File: src/rtl/cpu_pkg.sv
// Shared CPU definitions: instruction field layout, class codes and fetch FSM encodings.
// Used by the instr_fetch slice (optional IFETCH_HALT_DETECT_EN lives in instr_fetch.sv).
package cpu_pkg;

  localparam int INSTR_WIDTH = 20;
  localparam int ADDR_BITS   = 5;

  localparam int CLASS_MSB  = 19;
  localparam int CLASS_LSB  = 18;
  localparam int DST_MSB    = 17;
  localparam int DST_LSB    = 16;
  localparam int SRC1_MSB   = 15;
  localparam int SRC1_LSB   = 14;
  localparam int SRC2_MSB   = 13;
  localparam int SRC2_LSB   = 12;
  localparam int OFFSET_MSB = 11;
  localparam int OFFSET_LSB = 4;
  localparam int OP_MSB     = 3;
  localparam int OP_LSB     = 0;

  localparam logic [1:0] CLS_NOP   = 2'b00;
  localparam logic [1:0] CLS_STD   = 2'b01;
  localparam logic [1:0] CLS_LOAD  = 2'b10;
  localparam logic [1:0] CLS_STORE = 2'b11;

  typedef enum logic [3:0] {
    ST_IDLE   = 4'b0001,
    ST_FETCH  = 4'b0010,
    ST_HOLD   = 4'b0100,
    ST_HALTED = 4'b1000
  } fetch_state_t;

  function automatic logic [1:0] instr_class(input logic [INSTR_WIDTH-1:0] word);
    return word[CLASS_MSB:CLASS_LSB];
  endfunction

endpackage

File: src/rtl/instr_fetch_if.sv
// Bus between the fetch stage (slave) and its controller / control unit (master).
// Handshake: instr/pc are meaningful while instr_valid=1 and stay stable until the master
// pulses advance or jump_en for one cycle; a pulse is accepted only while instr_valid=1.
interface instr_fetch_if;
  import cpu_pkg::*;

  logic                   prog_we;
  logic [ADDR_BITS-1:0]   prog_addr;
  logic [INSTR_WIDTH-1:0] prog_data;
  logic                   start;
  logic                   advance;
  logic                   jump_en;
  logic [ADDR_BITS-1:0]   jump_addr;
  logic [INSTR_WIDTH-1:0] instr;
  logic                   instr_valid;
  logic [ADDR_BITS-1:0]   pc;
  logic                   halted;

  modport master (
    output prog_we, prog_addr, prog_data, start, advance, jump_en, jump_addr,
    input  instr, instr_valid, pc, halted
  );

  modport slave (
    input  prog_we, prog_addr, prog_data, start, advance, jump_en, jump_addr,
    output instr, instr_valid, pc, halted
  );

endinterface

File: src/rtl/instr_rom.sv
// Writable program memory: synchronous write port, registered read port.
// A write and a read to the same address on one edge return the written data.
module instr_rom
  import cpu_pkg::*;
#(
  parameter int AW = ADDR_BITS,
  parameter int DW = INSTR_WIDTH
) (
  input  logic          clk,
  input  logic          we,
  input  logic [AW-1:0] wr_addr,
  input  logic [DW-1:0] wr_data,
  input  logic [AW-1:0] rd_addr,
  output logic [DW-1:0] rd_data
);

  logic [DW-1:0] mem [2**AW];

  always_ff @(posedge clk) begin
    if (we) begin
      mem[wr_addr] <= wr_data;
    end
    rd_data <= (we && (wr_addr == rd_addr)) ? wr_data : mem[rd_addr];
  end

endmodule

File: src/rtl/instr_fetch.sv
// Instruction-fetch stage: PC, fetch FSM and registered instruction output feeding the CU.
// Define IFETCH_HALT_DETECT_EN to stop fetching on class-00 (NOP) words.
module instr_fetch
  import cpu_pkg::*;
#(
  parameter logic [ADDR_BITS-1:0] RESET_PC = '0
) (
  input  logic          clk,
  input  logic          rst,
  instr_fetch_if.slave  bus,
  output fetch_state_t  state_dbg
);

  fetch_state_t           state;
  logic [ADDR_BITS-1:0]   pc_q;
  logic [ADDR_BITS-1:0]   pc_next;
  logic [INSTR_WIDTH-1:0] instr_q;
  logic [INSTR_WIDTH-1:0] rom_q;
  logic                   valid_q;
  logic                   halted_q;
  logic                   rom_we;
  logic                   go_halt;

  // The ROM is addressed with the next PC so its registered read is ready in FETCH.
  always_comb begin
    rom_we  = 1'b0;
    pc_next = pc_q;
    case (state)
      ST_IDLE, ST_HALTED: begin
        rom_we = bus.prog_we;
        if (bus.start) pc_next = RESET_PC;
      end
      ST_HOLD: begin
        if (bus.jump_en)      pc_next = bus.jump_addr;
        else if (bus.advance) pc_next = pc_q + 1'b1;
      end
      default: ;
    endcase
  end

`ifdef IFETCH_HALT_DETECT_EN
  always_comb go_halt = (instr_class(rom_q) == CLS_NOP);
`else
  always_comb go_halt = 1'b0;
`endif

  instr_rom u_rom (
    .clk     (clk),
    .we      (rom_we),
    .wr_addr (bus.prog_addr),
    .wr_data (bus.prog_data),
    .rd_addr (pc_next),
    .rd_data (rom_q)
  );

  always_ff @(posedge clk or negedge rst) begin
    if (!rst) begin
      state    <= ST_IDLE;
      pc_q     <= RESET_PC;
      instr_q  <= '0;
      valid_q  <= 1'b0;
      halted_q <= 1'b0;
    end else begin
      case (state)
        ST_IDLE: begin
          if (bus.start) begin
            pc_q  <= pc_next;
            state <= ST_FETCH;
          end
        end
        ST_FETCH: begin
          instr_q <= rom_q;
          if (go_halt) begin
            halted_q <= 1'b1;
            state    <= ST_HALTED;
          end else begin
            valid_q <= 1'b1;
            state   <= ST_HOLD;
          end
        end
        ST_HOLD: begin
          if (bus.jump_en || bus.advance) begin
            pc_q    <= pc_next;
            valid_q <= 1'b0;
            state   <= ST_FETCH;
          end
        end
        ST_HALTED: begin
          if (bus.start) begin
            pc_q     <= pc_next;
            halted_q <= 1'b0;
            state    <= ST_FETCH;
          end
        end
        default: state <= ST_IDLE;
      endcase
    end
  end

  assign bus.instr       = instr_q;
  assign bus.instr_valid = valid_q;
  assign bus.pc          = pc_q;
  assign bus.halted      = halted_q;
  assign state_dbg       = state;

endmodule

File: src/flat_wrapper.sv
// flat-port wrapper written by rule: the top's interface ports become plain ports
module instr_fetch_flat import cpu_pkg::*;
#(
  parameter logic [ADDR_BITS-1:0] RESET_PC = '0
)
  (clk, rst, state_dbg, bus_prog_we, bus_prog_addr, bus_prog_data, bus_start, bus_advance, bus_jump_en, bus_jump_addr, bus_instr, bus_instr_valid, bus_pc, bus_halted);
  instr_fetch_if bus_i ();
  input  logic clk;
  input  logic rst;
  output fetch_state_t state_dbg;
  input wire logic [$bits(bus_i.prog_we)-1:0] bus_prog_we;
  input wire logic [$bits(bus_i.prog_addr)-1:0] bus_prog_addr;
  input wire logic [$bits(bus_i.prog_data)-1:0] bus_prog_data;
  input wire logic [$bits(bus_i.start)-1:0] bus_start;
  input wire logic [$bits(bus_i.advance)-1:0] bus_advance;
  input wire logic [$bits(bus_i.jump_en)-1:0] bus_jump_en;
  input wire logic [$bits(bus_i.jump_addr)-1:0] bus_jump_addr;
  output wire logic [$bits(bus_i.instr)-1:0] bus_instr;
  output wire logic [$bits(bus_i.instr_valid)-1:0] bus_instr_valid;
  output wire logic [$bits(bus_i.pc)-1:0] bus_pc;
  output wire logic [$bits(bus_i.halted)-1:0] bus_halted;
  assign bus_i.prog_we = bus_prog_we;
  assign bus_i.prog_addr = bus_prog_addr;
  assign bus_i.prog_data = bus_prog_data;
  assign bus_i.start = bus_start;
  assign bus_i.advance = bus_advance;
  assign bus_i.jump_en = bus_jump_en;
  assign bus_i.jump_addr = bus_jump_addr;
  assign bus_instr = bus_i.instr;
  assign bus_instr_valid = bus_i.instr_valid;
  assign bus_pc = bus_i.pc;
  assign bus_halted = bus_i.halted;
  instr_fetch #(.RESET_PC(RESET_PC)) u_core (.clk(clk), .rst(rst), .bus(bus_i), .state_dbg(state_dbg));
endmodule
File: config.mk
export PLATFORM = sky130hd
export DESIGN_NAME = instr_fetch_flat
export DESIGN_NICKNAME = d
export VERILOG_FILES = /design/src/rtl/cpu_pkg.sv /design/src/rtl/instr_fetch_if.sv /design/src/rtl/instr_rom.sv /design/src/rtl/instr_fetch.sv /design/src/flat_wrapper.sv
export SDC_FILE = /design/constraint.sdc
export NUM_CORES = 1
export LEC_CHECK = 0
export CORE_AREA = 2 2 329 331
export CTS_BUF_LIST = sky130_fd_sc_hd__clkbuf_4
export DETAILED_ROUTE_END_ITERATION = 10
export DIE_AREA = 0 0 331 333
export PLACE_DENSITY_LB_ADDON = 0.2
export SYNTH_ARGS = -nofsm -noshare
export SYNTH_HDL_FRONTEND = slang
export SYNTH_SLANG_ARGS = --single-unit
export TNS_END_PERCENT = 100
File: constraint.sdc
create_clock -name clk -period 5 [get_ports clk]
set_input_delay 1 -clock clk [delete_from_list [all_inputs] [get_ports clk]]
set_output_delay 1 -clock clk [all_outputs]
set_load 0.02 [all_outputs]
==> impl_metrics.toml <==
[clocking]
cts_buffers = 173
cts_setup_buffers = 0
cts_hold_buf = 1
cts.sinks = 674
clk_pin_slew_worst_paths_ns = 0.06
cts_tree = "yes"
clk_latency_ns = 1.01
cts_resized = 0
cts_root_buf = "clkbuf_4"
cts.path.max_buffers = 3
ctsHtreeMaxLevel = 4

[worst_hold_path]
min_to = "u_core.bus.instr[8]"
hold-path-cell-count = 2
hp-class = "flip-flop to flip-flop"
hold_start = "u_core.bus.instr[8]"

[timing]
setup_tns_ns = 0
drv_slew = 0
finalHoldViolCount = 0
skew_ns = 0.0586
max_freq_mhz = 303
period_needed_ns = 3.30
slew_headroom_pct = 17.1
tightest_slew_ns = 1.24
rsz0062_at_grt = "false"
whs_ns = 0.487
fin_crit_sh_pct = 66.1
setup_viol = 0

[detailed_routing]
totalWireLength_um = 75600
remaining_drc_errors = 0
via_count = 14200
drtIter0Drc = 1078
drtAntennaViolNets = 0
drt-wirelength-per-cell_um = 23.7
vias_per_cell = 4.46
firstDrtPassIters = 5

[synthesis]
synthSimpleGateAreaFrac_pct = 1.57
synth_compound_gate_area_share_pct = 8.33
synth_xor_area_share_pct = 0.132
synth_top_family_by_area = "multiplexers"
synth_mux_area_share_pct = 12.1
ys_ff_latch = 674
yosysTopAreaCellShare_pct = 72.5
synth_warnings = 0
postSynthAreaPerCell_um2 = 18.3
synth_top_area_cell = "edfxtp_1"
synthAdderAreaFrac_pct = 0.0472
yosys-top-cells-area = "edfxtp_1 72%, mux2i_1 12%, dfrtp_1 2.6%"
yosysSeqAreaShare_pct = 75.6
post_synth_num_cell_types = 36
syn_area_um2 = 26500
syn_inst = 1447

[worst_setup_path]
cp.arrival_ns = 4.20
required_ns = 5.89
path_buf_inv = 1
critPathCaptureType = "flip-flop"
reg2reg_to = "u_core.bus.instr[3]"
crit_type = "flip-flop to flip-flop"
crit_family = "compound AO/OA/AOI/OAI gates"
start_kind = "flip-flop"
cp_slowest_cell = "dfxtp_4"
crit_chain = "buf_4 > mux2i_1 > a22o_1 > a221oi_1 > o22ai_1 > o41ai_2"
r2r_slack_ns = 1.70
rr_worst_depth = 6
crit_fanout = 41
slowest_delay_ns = 0.71

[grt]
antenna_found_initial = 8
grt_pass1_vias = 14700
grt_max_degree = 67
grt-ovfl-total = 0
grt.total_usage_pct = 13.7
grt_pass1_wl_um = 107000

[placement]
place.gp.congestion = 0.771
placedCellCount = 2877
io_buffers = 64
place.detailed.hpwl_um = 45900

[outcome]
status = "completed"

[final_layout]
final_nets = 1687
synthToLayoutAreaGrowth_pct = 17.7
mostFrequentLayoutCell = "edfxtp_1"
drive_gt1_share_pct = 24.1
stdcell_count = 3193
layout_common_cells = "640 x edfxtp_1, 321 x mux2i_1, 263 x clkbuf_4"

[floorplanning]
initial_core_util_pct = 24.9
die_height_um = 333
core_area_um2 = 107000
rows = 120
ioPinCount = 67
die-area_um2 = 110000
die_x_um = 331

[pwr]
p_leak_nw = 9.56
p_total_mw = 13.7
ir_worst_vdd_uv = 239
p_per_area_nw_per_um2 = 438

[run]
maxCapViolCount = 0
worst max-delay path by stage:
stage	from	endpoint	slack (ns)	cells after the start
after floorplan	bus_prog_we	u_core.u_rom.mem[27][0]	2.05	3
after global placement	bus_prog_we	u_core.u_rom.mem[2][1]	1.41	6
after detailed placement	bus_prog_we	u_core.u_rom.mem[3][1]	1.42	6
after CTS	flip-flop	u_core.bus.instr[3]	1.66	6
after global routing	flip-flop	u_core.bus.instr[3]	1.60	6
final	flip-flop	u_core.bus.instr[3]	1.70	6
power by group:
part	total, mW	internal (mW)	leakage [nW]	switching, mW
Combinational	2.28	0.861	2.03	1.42
Clock	4.90	2.69	1.36	2.21
Sequential	6.50	6.34	6.17	0.157
synth_stat cells (all sizes together):
| library cell | number |
|---|---|
| xnor2 | 1 |
| nand2 | 39 |
| o31ai | 1 |
| a21o | 1 |
| o41ai | 20 |
| a22o | 50 |
| conb | 1 |
| nand2b | 5 |
| mux2i | 321 |
| dfxtp | 5 |
| a221oi | 40 |
| o21ai | 5 |
| dfstp | 1 |
| or2 | 2 |
| edfxtp | 640 |
| a21oi | 41 |
| nor2 | 37 |
| xor2 | 3 |
| dfrtp | 28 |
| o22ai | 20 |
| clkbuf | 43 |
| nand4 | 2 |
| and2 | 2 |
| and4b | 1 |
| nand3 | 2 |
| nor2b | 5 |
| a22oi | 80 |
| nor4bb | 1 |
| buf | 49 |
| ha | 1 |
metrics by stage:
stage	util [%]	setup slack (ns)	cell area [µm²]
finish	29.3	1.70	31200
global route	29.3	1.60	31200
CTS	29.2	1.66	31200
detailed placement	27.1	1.42	28900
global placement	27.1	1.41	28900
floorplan	-	2.05	26500
registers in the layout, summed over array words and instances, names as in the netlist, named ones only:
name and flops:
u_core.bus.pc 5, u_core.u_rom.mem 640, u_core.bus.instr_valid 1, u_core.bus.instr 20, u_core.state_dbg 3
kinds of logic after synthesis:
| logic type | after synthesis |
|---|---|
| buffers and inverters | 92 |
| multiplexers | 321 |
| adder cells (fa/ha/maj) | 1 |
| AND/OR/NAND/NOR | 96 |
| other | 1 |
| AO/OA/AOI/OAI | 258 |
| flip-flops | 674 |
| XOR/XNOR | 4 |
worst register-to-register path: stages (launching register included):
cell and delay, ns:
dfxtp_4 0.71, buf_4 0.68, mux2i_1 0.30, a22o_1 0.26, a221oi_1 0.64, o22ai_1 0.26, o41ai_2 0.34
layer usage:
layer,track usage (%),routed length [µm]
met2,21.3,35100
met4,4.92,2110
met5,0,31
met3,3.67,3870
met1,18.3,34500
area by class of cell:
type                            count  area (µm²)
Antenna cell                        8        20.0
Timing Repair Buffer              119        1060
Clock inverter                     44         338
Clock buffer                      263        1970
Multi-Input combinational cell    682        6000
Tap cell                         1403        1760
Sequential cell                   674       20000
Fill cell                       10600       75400
Note: power is estimated with default switching activity, not from simulation.
